$ cat src/rtl/wb_port_arbiter.sv
// wb_port_arbiter: shares the register-file write port between three
// write-back requesters (ALU, load data, immediate/move). Each port has a
// one-entry holding buffer; a round-robin arbiter picks one buffered write
// per cycle, and the winner is registered onto the decoder/register-file inputs.
module wb_port_arbiter #(
    parameter int unsigned DATA_W        = 16,
    parameter int unsigned ADDR_W        = 4,
    parameter int unsigned ZERO_REG_LOCK = 0
) (
    input  logic                  clk,
    input  logic                  reset,
    input  logic [2:0]            req_valid,
    input  logic [3*ADDR_W-1:0]   req_addr,
    input  logic [3*DATA_W-1:0]   req_data,
    output logic [2:0]            req_ready,
    input  logic                  hold,
    output logic [ADDR_W-1:0]     c_addr,
    output logic                  load,
    output logic [DATA_W-1:0]     wdata,
    output logic [1:0]            grant_id,
    output logic                  busy
);

    localparam int unsigned NPORTS   = 3;
    localparam logic [1:0]  GID_NONE = 2'd3;

    typedef enum logic [1:0] {L0 = 2'd0, L1 = 2'd1, L2 = 2'd2} last_t;
    typedef enum logic       {EMPTY = 1'b0, FULL = 1'b1}       buf_t;

    last_t               r_last, w_last_nxt;
    buf_t                r_buf      [NPORTS];
    buf_t                w_buf_nxt  [NPORTS];
    logic [ADDR_W-1:0]   r_addr     [NPORTS];
    logic [ADDR_W-1:0]   w_addr_nxt [NPORTS];
    logic [DATA_W-1:0]   r_data     [NPORTS];
    logic [DATA_W-1:0]   w_data_nxt [NPORTS];

    logic                r_load,   w_load_nxt;
    logic [ADDR_W-1:0]   r_caddr,  w_caddr_nxt;
    logic [DATA_W-1:0]   r_wdata,  w_wdata_nxt;
    logic [1:0]          r_gid,    w_gid_nxt;

    logic                w_any;
    logic [1:0]          w_gidx;
    logic [1:0]          w_cand;
    logic [2:0]          w_grant;
    logic [2:0]          w_full;
    logic [2:0]          w_accept;

    // Next port index in rotation order 0 -> 1 -> 2 -> 0.
    function automatic logic [1:0] inc3(input logic [1:0] x);
        return (x == 2'd2) ? 2'd0 : x + 2'd1;
    endfunction

    // Flatten buffer state into a flag vector for ready/busy.
    always_comb begin
        for (int i = 0; i < 3; i++) begin
            w_full[i] = (r_buf[i] == FULL);
        end
    end

    // Round-robin pick: first FULL port after last_grant; nothing while held.
    always_comb begin
        w_any  = 1'b0;
        w_gidx = 2'd0;
        w_cand = inc3(r_last);
        for (int k = 0; k < 3; k++) begin
            if (!w_any && !hold && w_full[w_cand]) begin
                w_any  = 1'b1;
                w_gidx = w_cand;
            end
            w_cand = inc3(w_cand);
        end
    end

    // One-hot grant vector from the winning index.
    always_comb begin
        w_grant = 3'b000;
        if (w_any) begin
            w_grant[w_gidx] = 1'b1;
        end
    end

    // Ready depends only on buffer state and grant, never on req_valid.
    assign req_ready = ~w_full | w_grant;
    assign w_accept  = req_valid & req_ready;

    // Next-state for buffers, round-robin pointer and output registers.
    always_comb begin
        w_last_nxt  = r_last;
        w_buf_nxt   = r_buf;
        w_addr_nxt  = r_addr;
        w_data_nxt  = r_data;
        w_load_nxt  = 1'b0;
        w_gid_nxt   = GID_NONE;
        w_caddr_nxt = r_caddr;
        w_wdata_nxt = r_wdata;

        if (w_any) begin
            w_buf_nxt[w_gidx] = EMPTY;
            w_last_nxt        = last_t'(w_gidx);
            w_load_nxt        = !((ZERO_REG_LOCK != 0) && (r_addr[w_gidx] == '0));
            w_caddr_nxt       = r_addr[w_gidx];
            w_wdata_nxt       = r_data[w_gidx];
            w_gid_nxt         = w_gidx;
        end

        // A same-cycle accept refills the slot the grant just drained.
        for (int i = 0; i < 3; i++) begin
            if (w_accept[i]) begin
                w_buf_nxt[i]  = FULL;
                w_addr_nxt[i] = req_addr[i*ADDR_W +: ADDR_W];
                w_data_nxt[i] = req_data[i*DATA_W +: DATA_W];
            end
        end
    end

    // State and output registers with synchronous reset.
    always_ff @(posedge clk) begin
        if (reset) begin
            r_last  <= L2;
            r_load  <= 1'b0;
            r_caddr <= '0;
            r_wdata <= '0;
            r_gid   <= GID_NONE;
            for (int i = 0; i < 3; i++) begin
                r_buf[i]  <= EMPTY;
                r_addr[i] <= '0;
                r_data[i] <= '0;
            end
        end else begin
            r_last  <= w_last_nxt;
            r_load  <= w_load_nxt;
            r_caddr <= w_caddr_nxt;
            r_wdata <= w_wdata_nxt;
            r_gid   <= w_gid_nxt;
            for (int i = 0; i < 3; i++) begin
                r_buf[i]  <= w_buf_nxt[i];
                r_addr[i] <= w_addr_nxt[i];
                r_data[i] <= w_data_nxt[i];
            end
        end
    end

    assign load     = r_load;
    assign c_addr   = r_caddr;
    assign wdata    = r_wdata;
    assign grant_id = r_gid;
    assign busy     = |w_full;

endmodule

$ cat config.mk
export PLATFORM = sky130hd
export DESIGN_NAME = wb_port_arbiter
export DESIGN_NICKNAME = d
export VERILOG_FILES = /design/src/rtl/wb_port_arbiter.sv
export SDC_FILE = /design/constraint.sdc
export NUM_CORES = 1
export LEC_CHECK = 0
export CORE_ASPECT_RATIO = 1.4
export CORE_MARGIN = 5
export CORE_UTILIZATION = 30
export CTS_CLUSTER_DIAMETER = 100
export DETAILED_ROUTE_END_ITERATION = 16
export PLACE_DENSITY = 0.57
export SYNTH_ARGS = -nofsm -noshare
export SYNTH_HDL_FRONTEND = slang
export SYNTH_SLANG_ARGS = --single-unit
$ cat constraint.sdc
create_clock -name clk -period 4.55 [get_ports clk]
set_input_delay 0.91 -clock clk [delete_from_list [all_inputs] [get_ports clk]]
set_output_delay 0.91 -clock clk [all_outputs]
set_load 0.02 [all_outputs]
======== Yosys cells after proc, flatten, opt, wreduce, memory -nomap -nowiden ========
Cells that the tools add are included.
word-level totals
  flip-flop bits (word level) ............. 88
  input bits .............................. 66
  output and inout port bits .............. 27
cells by class
  add/subtract/negate cells ............... 3
  magnitude comparators ................... 7
  equal/unequal tests ..................... 3
  multiplexer cells ....................... 31
  bitwise logic cells ..................... 7
  reductions and logical operators ........ 15
operators with widths
  operator             count
  $bmux 16 s2          1
  $mux 16              2
  $lt 2x3->1 const B   4
  $mux 1               12
  $mux 2               6
  $bmux 4 s2           1
  $mux 4               2
  $logic_and 1x1->1    7
  $add 2x1->2 const B  3
  $and 3x3->3          2
  $bmux 1 s2           3
  $eq 2x2->1 const B   3
  $mux 3               2
  $not 3->3            2
  $reduce_bool 2->1    3
  $demux 1 s2          2
  $ge 3x3->1 const B   1
  $logic_not 1->1      3
  $lt 3x1->1 const B   1
  $not 2->3            1
  $or 3x3->3           1
  $reduce_or 3->1      1
  $ge 2x1->1 const B   1
  $reduce_or 2->1      1
  $not 1->1            1

======== Longest topological paths before layout ========
  depth in word-level cells ............... 23
  depth in mapped cells ................... 8

======== Worst setup path after synthesis ========
No wires, ideal clock.
  path kind ............................... in2out
  start point ............................. input port hold
  end point ............................... output port req_ready[2]
  arrival ................................. 1.521 ns
  data required time ...................... 3.640 ns
  slack ................................... 2.119 ns
  stages on the path ...................... 4
  path buffers ............................ 1
  cells stage by stage .................... inv_2 o211a_1 buf_6 nand2b_1
between the ends
  cells in the longest elaborated chain, start to end .. 17
ends and longest elaborated chain
  element                                                         line  text
  start, declared                                                 16    input logic hold,
  $logic_not 1->1 *                                               68    if (!w_any && !hold && w_full[w_cand]) begin
  $logic_and 1x1->1                                               68
  $mux 1                                                          68
  $logic_not 1->1                                                 68
  $logic_and 1x1->1 (2 in series)                                 68
  $mux 1                                                          68
  $logic_not 1->1                                                 68
  $logic_and 1x1->1 (2 in series)                                 68
  $mux 2                                                          68
  $lt 2x3->1 (implied by the code) or $ge 2x1->1 (tied branches)  80    w_grant[w_gidx] = 1'b1;
  $logic_and 1x1->1 (implied by the code)                         80
  $mux 1 (implied by the code)                                    80
  $demux 1 s2                                                     80
  $mux 3 *                                                        79    if (w_any) begin
  $or 3x3->3 *                                                    85    assign req_ready = ~w_full | w_grant;
  end, declared                                                   15    output logic [2:0] req_ready,
Every way passes the cells marked *; elsewhere a longest branch is shown, timed or not.

======== Worst setup path after layout ========
Ends and elaborated chain as after synthesis.

==> flow_metrics.py <==
metrics = {
    "power": {
        "ir_drop_mv": 0.222,
        "leakagePower_nw": 1.89,
        "total_power_mw": 1.85,
        "power_density_nw_per_um2": 361,
    },
    "cells_and_area": {
        "final_cell_mix": "clkdlybuf4s50_1 (91), dfxtp_1 (88), nand2b_1 (82)",
        "drive_gt1_share_pct": 9.30,
        "nets": 547,
        "area_growth_pct": 32.7,
        "antennaDiodeCount": 0,
        "final_common_cell": "clkdlybuf4s50_1",
        "post-route-cell-area_um2": 5120,
        "nFillCells": 1300,
        "final_util_pct": 40.1,
    },
    "sta": {
        "period_share_pct": 73.1,
        "fin_skew_ns": 0.00641,
        "slew_headroom_pct": 27.8,
        "finalSetupViolations": 0,
        "rsz0062_at_grt": "false",
        "fin_setup_tns_ns": 0,
        "finalCriticalPeriod_ns": 3.33,
        "hold_viol": 0,
        "fmax_ghz": 0.301,
        "drv_slew": 0,
        "worst_pin_slew_ns": 1.08,
    },
    "clock_network": {
        "cts_hold_buf": 0,
        "cts_buffer_depth": 2,
        "clock_latency_ns": 0.33,
        "cts_sinks": 88,
        "cts-root-buf": "clkbuf_16",
        "ctsResizeCount": 0,
        "cts_tree": "built",
        "cts_buffers": 9,
        "ctsHtreeMaxLevel": 3,
        "clkTransAtPathRegs_ns": 0.06,
        "cts_setup_buffers": 0,
    },
    "logic_synthesis": {
        "synth.distinct_cells": 31,
        "ys_seq_area_share_pct": 45.7,
        "yosys.area.top_type": "dfxtp_1",
        "synth_top_area_share_pct": 45.7,
        "avgSynthCellArea_um2": 9.50,
        "syn_area_um2": 3860,
        "synthCells": 406,
        "synthTopCellsByArea": "dfxtp_1 (46%), nand2b_1 (13%), mux2i_1 (10%)",
        "ys_ff_latch": 88,
        "ys_warn_count": 0,
        "synth_fp_nets": 472,
    },
    "min_path": {
        "hold_path_class": "register to register",
    },
    "route": {
        "drt-met1-wl_um": 4680,
        "dr.max_layer_used": "met4",
        "drt_iter0_markers": 143,
        "via_per_inst": 4.75,
        "wl_met3_um": 491,
        "wl_met2_um": 4970,
        "vias": 3025,
        "remaining_drc_errors": 0,
        "drtAntennaViolNets": 0,
        "first_pass_iters": 4,
        "wirelength_um": 10400,
        "detail_route.wl_per_cell_um": 16.3,
    },
    "global_routing": {
        "grt_pass1_vias": 3142,
        "gr-usage-all-layers_pct": 13.8,
        "grt_max_degree": 128,
        "grt_pass1_wl_um": 16400,
        "antenna_found_initial": 0,
        "overflow": 0,
    },
    "placement": {
        "port_buffers": 92,
        "dp_hpwl_um": 7070,
        "place_area_um2": 4840,
        "gp_congestion": 0.805,
    },
    "setup_path": {
        "cp.arrival_ns": 2.42,
        "crit_type": "input pin to output port",
        "worstPathRequired_ns": 3.64,
        "path_max_fanout": 6,
        "cp-start-kind": "input pin",
        "worstSetupEndpointType": "output port",
    },
    "floorplan": {
        "die-width_um": 106,
        "die-height_um": 144,
        "core_area_um2": 12800,
        "rows": 49,
        "dieArea_um2": 15300,
        "io-pin-count": 93,
        "initial_utilization_pct": 30.3,
    },
    "flow_run": {
        "maxCapViolations": 0,
    },
    "run_status": {
        "status": "complete, no violations",
    },
}
through the flow:
step	std cells	hold slack, ns	setup slack (ns)
2_1_floorplan	406	0.436	2.12
3_3_place_gp	623	0.443	1.25
3_5_place_dp	623	0.446	1.22
4_1_cts	637	0.455	1.21
5_1_grt	637	0.475	1.13
6_report	637	0.455	1.22
report_power, final:
part	total, mW	switching, mW	internal, mW
clock	0.703	0.286	0.417
sequential	0.855	0.0334	0.821
combinational	0.291	0.144	0.147
total	1.85	0.464	1.39
synthesized netlist by cell type (all sizes together):
master / n
a221oi: 10
a211oi: 10
or3: 2
nor3: 1
o21a: 2
o21ai: 2
buf: 19
and2: 1
a211o: 1
nand2b: 82
a31oi: 1
clkbuf: 13
o22ai: 1
mux2i: 40
and3: 1
inv: 5
nor2: 12
nand3: 1
nand2: 54
dfxtp: 88
a21boi: 1
a21oi: 36
nor2b: 2
a22oi: 20
o211a: 1
critical path, cell delays in order:
cell,delay (ns)
clkdlybuf4s50_1,0.45
inv_2,0.15
o211a_1,0.17
nand2b_1,0.12
clkdlybuf4s50_1,0.61
logic make-up (layout without fill, tap and decap cells):
kind of cell / after synthesis / in the layout / share of synthesized area [%]
mux: 40 / 40 / 10.4
compound gates: 85 / 85 / 17.9
simple gates: 156 / 156 / 21.1
flops: 88 / 88 / 45.7
buf+inv: 37 / 115 / 4.93
per-layer routing:
metal  track usage, %  up-vias
li1                 -     1533
met1             17.5     1404
met2             22.7       71
met3             2.77       17
met4             5.87        0
met5                0        -
registers in the layout (all words and copies together) (netlist names):
name,count
r_data,48
grant_id,2
r_last,2
c_addr,4
r_addr,12
load,1
r_buf,3
wdata,16
area by class of cell:
type	instances	area (um2)	share of cell area, %
Tap cell	153	191	3.74
Clock buffer	10	229	4.47
Sequential cell	88	1760	34.4
Inverter	5	18.8	0.367
Multi-Input combinational cell	281	1920	37.5
Timing Repair Buffer	96	948	18.5
Clock inverter	4	47.5	0.929
final timing paths:
check	startpoint	end	slack (ns)	cells past startpoint
worst min-delay path	r_data[4]	r_data[4]	0.46	2
worst max-delay path	hold	req_ready[2]	1.22	5
worst max register to register	r_buf[1]	r_data[13]	2.26	6
worst min register to register	r_data[4]	r_data[4]	0.46	2
Power figures use the tool's default switching activity.
